### config.mk
export PLATFORM = sky130hd
export DESIGN_NAME = ring_counter
export DESIGN_NICKNAME = d
export VERILOG_FILES = /design/src/rtl/ring_counter.sv
export SDC_FILE = /design/constraint.sdc
export NUM_CORES = 1
export LEC_CHECK = 0
export BUFFER_PORTS_ARGS = -buffer_cell sky130_fd_sc_hd__buf_2
export CAP_MARGIN = 20
export CORE_MARGIN = 4
export CORE_UTILIZATION = 50
export DETAILED_ROUTE_END_ITERATION = 16
export GPL_TIMING_DRIVEN = 0
export PLACE_DENSITY = 0.77
export SETUP_SLACK_MARGIN = 0.1
export SLEW_MARGIN = 20
export SYNTH_ARGS = -nofsm -noshare
export SYNTH_HDL_FRONTEND = slang
export SYNTH_SLANG_ARGS = --single-unit
### constraint.sdc
create_clock -name clk -period 2.8 [get_ports clk]
set_clock_uncertainty 0.15 [all_clocks]
set_input_delay 0.14 -clock clk [delete_from_list [all_inputs] [get_ports clk]]
set_output_delay 0.14 -clock clk [all_outputs]
set_load 0.01 [all_outputs]
### src/rtl/ring_counter.sv
// One-hot ring counter used as a phase/slot sequencer. It provides the one-hot
// state, its binary index and a once-per-revolution wrap pulse.
module ring_counter #(
   parameter int               WIDTH = 8,
   parameter logic [WIDTH-1:0] SEED  = {{(WIDTH-1){1'b0}}, 1'b1},
   parameter int               IDX_W = (WIDTH > 1) ? $clog2(WIDTH) : 1
) (
   input  logic             clk,
   input  logic             rst_n,
   input  logic             init,
   input  logic             en,
   input  logic             dir,
   input  logic             load,
   input  logic [WIDTH-1:0] load_val,
   output logic [WIDTH-1:0] counter,
   output logic [IDX_W-1:0] index,
   output logic             wrap,
   output logic             err
);

   localparam logic [WIDTH-1:0] ONE_W = {{(WIDTH-1){1'b0}}, 1'b1};

   // A value is one-hot when it is non-zero and clearing its lowest set bit leaves zero.
   function automatic logic is_onehot(input logic [WIDTH-1:0] v);
      logic [WIDTH-1:0] low_cleared;
      low_cleared = v & (v - ONE_W);
      return (v != {WIDTH{1'b0}}) && (low_cleared == {WIDTH{1'b0}});
   endfunction

   // Encodes the position of the highest set bit; only meaningful for one-hot input.
   function automatic logic [IDX_W-1:0] encode(input logic [WIDTH-1:0] v);
      logic [IDX_W-1:0] idx;
      idx = {IDX_W{1'b0}};
      for (int i = 0; i < WIDTH; i++) begin
         if (v[i]) begin
            idx = IDX_W'(i);
         end else begin
            idx = idx;
         end
      end
      return idx;
   endfunction

   logic [WIDTH-1:0] counter_r;
   logic             wrap_r;
   logic             err_r;

   logic [WIDTH-1:0] next_counter_s;
   logic             next_wrap_s;
   logic             next_err_s;
   logic             state_ok_s;
   logic             load_ok_s;
   logic [WIDTH-1:0] rot_left_s;
   logic [WIDTH-1:0] rot_right_s;

   assign state_ok_s  = is_onehot(counter_r);
   assign load_ok_s   = is_onehot(load_val);
   assign rot_left_s  = {counter_r[WIDTH-2:0], counter_r[WIDTH-1]};
   assign rot_right_s = {counter_r[0], counter_r[WIDTH-1:1]};

   // Next-state selection: init > load > self-correction > step > hold.
   always_comb begin
      next_counter_s = counter_r;
      next_wrap_s    = 1'b0;
      next_err_s     = 1'b0;
      if (init) begin
         next_counter_s = SEED;
      end else if (load) begin
         if (load_ok_s) begin
            next_counter_s = load_val;
         end else begin
            next_counter_s = SEED;
            next_err_s     = 1'b1;
         end
      end else if (!state_ok_s) begin
         // A corrupted ring never steps; it is restored even while en is low.
         next_counter_s = SEED;
         next_err_s     = 1'b1;
      end else if (en) begin
         case (dir)
            1'b0: begin
               next_counter_s = rot_left_s;
               next_wrap_s    = counter_r[WIDTH-1];
            end
            1'b1: begin
               next_counter_s = rot_right_s;
               next_wrap_s    = counter_r[0];
            end
            default: begin
               next_counter_s = SEED;
               next_err_s     = 1'b1;
            end
         endcase
      end else begin
         next_counter_s = counter_r;
      end
   end

   // State and status registers; reset restores the seed asynchronously.
   always_ff @(posedge clk or negedge rst_n) begin
      if (!rst_n) begin
         counter_r <= SEED;
         wrap_r    <= 1'b0;
         err_r     <= 1'b0;
      end else begin
         counter_r <= next_counter_s;
         wrap_r    <= next_wrap_s;
         err_r     <= next_err_s;
      end
   end

   assign counter = counter_r;
   assign index   = encode(counter_r);
   assign wrap    = wrap_r;
   assign err     = err_r;

endmodule

==> key figures, run 1 <==
Run status
  – Status: completed

Global route
  – Pin count of the biggest net entering global routing: 11
  – Tot GR Track Use: 20.0%
  – Vias in the first global route: roughly 850
  – Initial antenna violation count: 0
  – Gr ovfl total: 0
  – Global-route wire length before repair: 3.88 mm

Finish
  – Layout cell share with drive strength beyond 1: between 30% and 40%
  – Commonest non-fill, non-tap cell in the layout: buf_2
  – Fin util: 64.3%
  – Nets: 149
  – Fillers: 162
  – Most frequent cells in the layout: 27 x buf_2, 13 x nand2_1, 9 x dfrtp_1
  – N_diodes: 0
  – Layout area overhead: 23.0%

Timing
  – Setup TNS: 0 ps
  – RSZ-0062 raised after global routing: false
  – Setup-failing EPs final: 0
  – FMAX: 433 MHz
  – Minimum clock period: 2310 ps
  – Final slew viol count: 0
  – Tcrit/Tclk final: 82.5%
  – Least-Margin Pin Slew: slightly below 500 ps
  – Final Hold Vio Count: 0
  – Worst rel slew slack: between 60% and 70%

Floorplanning
  – Die width: 50.5 um
  – Starting Density: a little over half
  – Die Y: slightly above 50 um
  – IO Pins: 27
  – Die ar.: 0.00255 mm^2
  – Rows: 15
  – Core area: around 0.0017 mm^2

Logic synthesis
  – Synth Area per Inst: 8.77 um^2
  – Seq/Total Area, Yosys: 27.8%
  – Yosys warnings: 0
  – Mapped Nets: 117
  – Yosys top cell by area: dfrtp_1
  – Distinct cells, synth: 43
  – Mapped cell area: 903 um^2
  – Top-area cell type share of the netlist area: between 20% and 30%
  – Mapped Cells: 103
  – Synth area leaders: dfrtp_1 25%, a211oi_1 6.6%, nand2_1 5.4%
  – FF+latch count, synth: 10

Pwr
  – Tot Pwr: approximately 0.00061 W
  – Power per Cell Area: 552 mW/mm^2
  – Leak Pwr: 0.490 nW
  – Maximum vdd drop: 0.230 mV

CTS
  – H-tree Lvls: 1
  – TritonCTS buffer count: 3
  – CTS resizes: 0
  – Root buf cell: clkbuf_4
  – Clk_lat worst skew: 270 ps
  – Clock slew at reported path FFs: approximately 70 ps
  – Sinks on Clock Net: 10
  – CTS Buffer Depth: 2
  – CTS tree: done

Setup path
  – Worst Setup End Kind: register
  – CP Launch Type: register
  – WP data arrival: roughly 2300 ps
  – Setup CP Type: reg -> reg
  – Crit-path max FO: 8
  – Worst EP required: 2820 ps

Detailed routing
  – Routed Wire Length: 2.43 mm
  – Via count: around 950
  – WL/cell: 15.3 um
  – DR vias/cell: 5.99
  – Initial DRC Count: between 50 and 60
  – DRT Pass-1 Iters: 6
  – DRT antenna net count: 0
  – Drt drc: 0

Placed design
  – Hpwl dp: ~1.9 mm
  – Placer Congestion: 0.936
  – I/O Buffers: 26

Worst hold path
  – HP Class: in -> reg

Flow run
  – Max Cap Viol: 0
-- state kept, by name (all words and copies together), names as in the netlist --
name	flops
wrap	1
counter	8
err	1
-- cells in the mapped netlist --
cell and n:
nor3b_1 2, o21bai_1 1, xnor2_1 1, a22oi_1 6
nand4bb_1 1, clkbuf_8 3, and2_2 1, o211ai_1 3
a311o_1 1, dfstp_2 1, or2_2 1, o31a_1 1
mux2i_1 4, nand3_2 1, dlygate4sd3_1 1, or4_1 1
nor2_1 7, nand2_1 13, a31oi_4 1, inv_1 4
o21ai_1 1, nor2_2 1, a21boi_2 1, buf_6 1
a22oi_2 1, or4_4 1, a21oi_1 3, dfrtp_1 9
and2b_1 1, clkbuf_1 2, o2111ai_1 1, nor3_2 1
a311oi_1 1, a41oi_1 1, nor4_2 1, maj3_1 1
o21ai_0 3, a211oi_1 8, nor4b_1 2, nor3_1 6
buf_2 1, a211o_1 1, o22ai_1 1
-- path summary, 6_finish.rpt --
kind,slack (ps),start,to,cells after the start
setup reg to reg,490,counter[6]$_DFFE_PN0P_,counter[2]$_DFFE_PN0P_,7
hold / removal,40,init,counter[7]$_DFFE_PN0P_,4
hold reg to reg,590,counter[2]$_DFFE_PN0P_,counter[2]$_DFFE_PN0P_,3
max in group asynchronous,2150,rst_n,counter[0]$_DFFE_PN1P_,2
min in group asynchronous,100,rst_n,counter[4]$_DFFE_PN0P_,2
setup / recovery,490,counter[6]$_DFFE_PN0P_,counter[2]$_DFFE_PN0P_,7
-- final cells by class --
type / instances / area, um^2 / area share [%]
flip-flops and latches: 10 / 251 / 22.6
well taps: 25 / 31.3 / 2.82
clock buffers: 4 / 36.3 / 3.27
repair buffers: 27 / 140 / 12.6
multi-input cells: 81 / 562 / 50.6
plain buffers: 8 / 75.1 / 6.76
inverters: 4 / 15.0 / 1.35
-- cells by family after synthesis --
| logic type | Yosys count | synth area share [%] |
|---|---|---|
| buf+inv | 12 | 9.97 |
| simple gates | 40 | 25.2 |
| xor+xnor | 1 | 0.970 |
| fa+ha+maj | 1 | 1.11 |
| compound gates | 35 | 30.5 |
| mux | 4 | 4.43 |
| flops | 10 | 27.8 |
-- critical path, cell delays in order, from the launching register on --
cell and delay [ps]:
dfrtp_1 370, buf_2 170, or4_1 490, nor3_2 120, a41oi_1 100, a21boi_2 380
a22oi_1 140, a311oi_1 270
-- per-stage QoR --
stage	area (um^2)	cells	hold WS, ps	worst slack, ps
4_1_cts	1110	159	34.6	526
5_1_grt	1110	159	51.0	367
6_report	1110	159	39.0	491
2_1_floorplan	903	103	-306	666
3_3_place_gp	1060	154	-151	592
3_5_place_dp	1060	154	-144	551
-- power breakdown --
part / switching (W) / total, W / internal, W
sequential: 0.0000199 / 0.000184 / 0.000164
combinational: 0.000178 / 0.000299 / 0.000120
clock: 0.0000510 / 0.000130 / 0.0000791
total: 0.000249 / 0.000613 / 0.000364
-- repair_timing --
item / in CTS / in global routing
hold buffers: 1 / 0
buffers inserted: 0 / 0
endpoints found under the hold margin: 10 / 0
-- layer usage --
| layer | vias to the layer above | global-route usage (%) | part of all wire [%] | wire (um) |
|---|---|---|---|---|
| met1 | 441 | 25.4 | 44 | 1070 |
| met3 | 6 | 3.56 | 8.1 | 198 |
| met2 | 53 | 32.4 | 46 | 1130 |
| met4 | 0 | 9.87 | 1.6 | 40 |
| met5 | - | 0 | 0 | 0 |
| li1 | 453 | - | - | - |
Power figures use the tool's default switching activity.
==> inputs of run 2 (changes only) <==
--- a/config.mk
+++ b/config.mk
@@ -7,11 +7,12 @@
 export LEC_CHECK = 0
 export BUFFER_PORTS_ARGS = -buffer_cell sky130_fd_sc_hd__buf_2
 export CAP_MARGIN = 20
+export CORE_ASPECT_RATIO = 0.7
 export CORE_MARGIN = 4
-export CORE_UTILIZATION = 50
+export CORE_UTILIZATION = 45
 export DETAILED_ROUTE_END_ITERATION = 16
 export GPL_TIMING_DRIVEN = 0
-export PLACE_DENSITY = 0.77
+export PLACE_DENSITY = 0.73
 export SETUP_SLACK_MARGIN = 0.1
 export SLEW_MARGIN = 20
 export SYNTH_ARGS = -nofsm -noshare
==> constraint.sdc (replaced) <==
create_clock -name clk -period 2 [get_ports clk]
set_clock_uncertainty 0.15 [all_clocks]
set_input_delay 0.1 -clock clk [delete_from_list [all_inputs] [get_ports clk]]
set_output_delay 0.1 -clock clk [all_outputs]
set_load 0.01 [all_outputs]
==> key figures, run 2 (same netlist as run 1, synthesis figures left out) <==
Run status
  – Status: finished with violations
  – Failing checks: setup timing

Placed design
  – Placer Congestion: 0.856
  – I/O Buffers: 26
  – DP Worst Slack: -271 ps
  – Hpwl dp: 1.91 mm
  – Cells after DPL: 151
  – Dpl cell area: 0.00108 mm^2

Floorplanning
  – Die width: 61.6 um
  – Core area: 0.00189 mm^2
  – Starting Density: 47.9%
  – Rows: 13
  – Die ar.: 0.00280 mm^2
  – Die Y: roughly 45 um
  – IO Pins: 27

Finish
  – Fillers: 157
  – Layout area overhead: 36.1%
  – Final Non-Filler Cells: about 160
  – Area occupied by multi-input gates: 622 um^2
  – N_diodes: 0
  – Max reg flops: 8
  – Commonest non-fill, non-tap cell in the layout: buf_2
  – Layout cell share with drive strength beyond 1: 45.4%
  – Design Area, Final: 0.00123 mm^2
  – Nets: approximately 160
  – Most frequent cells in the layout: 26 x buf_2, 11 x nand2_1, 8 x a211oi_1
  – FF/Latch Area: 255 um^2

Timing
  – Worst rel slew slack: 61.1%
  – Least-Margin Pin Slew: 577 ps
  – Final Worst Setup Slack: -56.6 ps
  – FMAX: 486 MHz
  – Setup-failing EPs final: 7
  – Minimum clock period: 2060 ps
  – Final slew viol count: 0
  – Final Hold Vio Count: 0
  – Tcrit/Tclk final: 103%
  – RSZ-0062 raised after global routing: true

CTS
  – Sinks on Clock Net: 10
  – CTS Buffer Depth: 2
  – TritonCTS buffer count: 3
  – Root buf cell: clkbuf_4
  – H-tree Lvls: 1
  – Clk_lat worst skew: ~280 ps
  – Clock slew at reported path FFs: around 70 ps
  – CTS tree: done

Detailed routing
  – Initial DRC Count: 66
  – Post-Route M1 WL: ~1.2 mm
  – Routed Wire Length: 2.74 mm
  – DR vias/cell: 6.00
  – WL/cell: roughly 17 um
  – Drt drc: 0
  – DRT antenna net count: 0
  – Metal2 WL: about 1.3 mm
  – Routed length on met3: 169 um
  – DRT Pass-1 Iters: 4
  – Via count: 978
  – Uppermost layer routed: met4

Pwr
  – Leak Pwr: 0.537 nW
  – Power per Cell Area: 777 mW/mm^2
  – Maximum vdd drop: 0.632 mV

Global route
  – Tot GR Track Use: 21.8%
  – Initial antenna violation count: 0
  – Gr ovfl total: 0
  – Global-route wire length before repair: 4.40 mm
  – Vias in the first global route: 916
  – Pin count of the biggest net entering global routing: 11

Setup path
  – Setup CP Type: reg -> reg
  – Crit-path max FO: 8
  – Worst Setup End Kind: register
  – WP data arrival: around 2100 ps
  – Worst EP required: 2060 ps
  – CP Launch Type: register

Worst hold path
  – HP Class: in -> reg

Flow run
  – Max Cap Viol: 0
## run 2: cell count changes in the layout (fill, tap and decap cells not counted), sizes merged
cell | before | now
buf | 28 | 35
## run 2: critical path: stages, from the launching register on
cell and delay (ps):
dfrtp_2 410, or4_4 550, nor3_4 150, a41oi_2 80, a21boi_4 290, a22oi_2 80
a311o_1 280
## run 2: metrics by stage
step | util (%) | setup TNS [ps] | hold slack (ps) | total power, W
2_1_floorplan | - | -391 | -346 | 0.000551
3_3_place_gp | 57.3 | -1580 | -189 | 0.000670
3_5_place_dp | 57.3 | -1940 | -179 | 0.000686
4_1_cts | 64.6 | -232 | 11.2 | 0.000943
5_1_grt | 65.2 | -808 | 19.4 | 0.00101
6_report | 65.2 | -272 | 25.3 | 0.000955
## run 2: area by class of cell
type                    instances  share of cell area, %
well taps                      22                   2.24
plain buffers                   8                   6.61
multi-input cells              81                   50.6
flip-flops and latches         10                   20.8
repair buffers                 34                   15.7
clock buffers                   4                   2.95
inverters                       4                   1.22
## run 2: metal layers
metal	GRT usage (%)	vias to the layer above
met2	35.3	38
met3	5.10	3
met1	29.6	471
li1	-	466
met4	5.08	0
met5	0	-
## run 2: path summary, 6_finish.rpt
path,from,endpoint,slack [ps],cells after the start
worst max-delay path,counter[3]$_DFFE_PN0P_,counter[0]$_DFFE_PN1P_,-60,6
worst min-delay path,init,wrap$_DFF_PN0_,30,3
worst max register to register,counter[3]$_DFFE_PN0P_,counter[0]$_DFFE_PN1P_,-60,6
worst min register to register,counter[2]$_DFFE_PN0P_,counter[2]$_DFFE_PN0P_,640,3
max in group asynchronous,rst_n,counter[0]$_DFFE_PN1P_,1400,2
min in group asynchronous,rst_n,wrap$_DFF_PN0_,50,2
## run 2: where the power goes
| part | leakage (nW) | total, W | internal, W | switching, W |
|---|---|---|---|---|
| logic | 0.388 | 0.000515 | 0.000222 | 0.000293 |
| registers | 0.128 | 0.000252 | 0.000231 | 0.0000204 |
| clock network | 0.0210 | 0.000189 | 0.000111 | 0.0000780 |
| total | 0.537 | 0.000955 | 0.000564 | 0.000391 |
## run 2: repair_timing
action                     CTS  global route
pin swaps                   10             1
setup endpoints to repair   10            10
hold endpoints to repair    10             0
gates resized for setup      7             3
gates cloned                 0             0
buffers inserted             7             0
hold buffers                 1             0
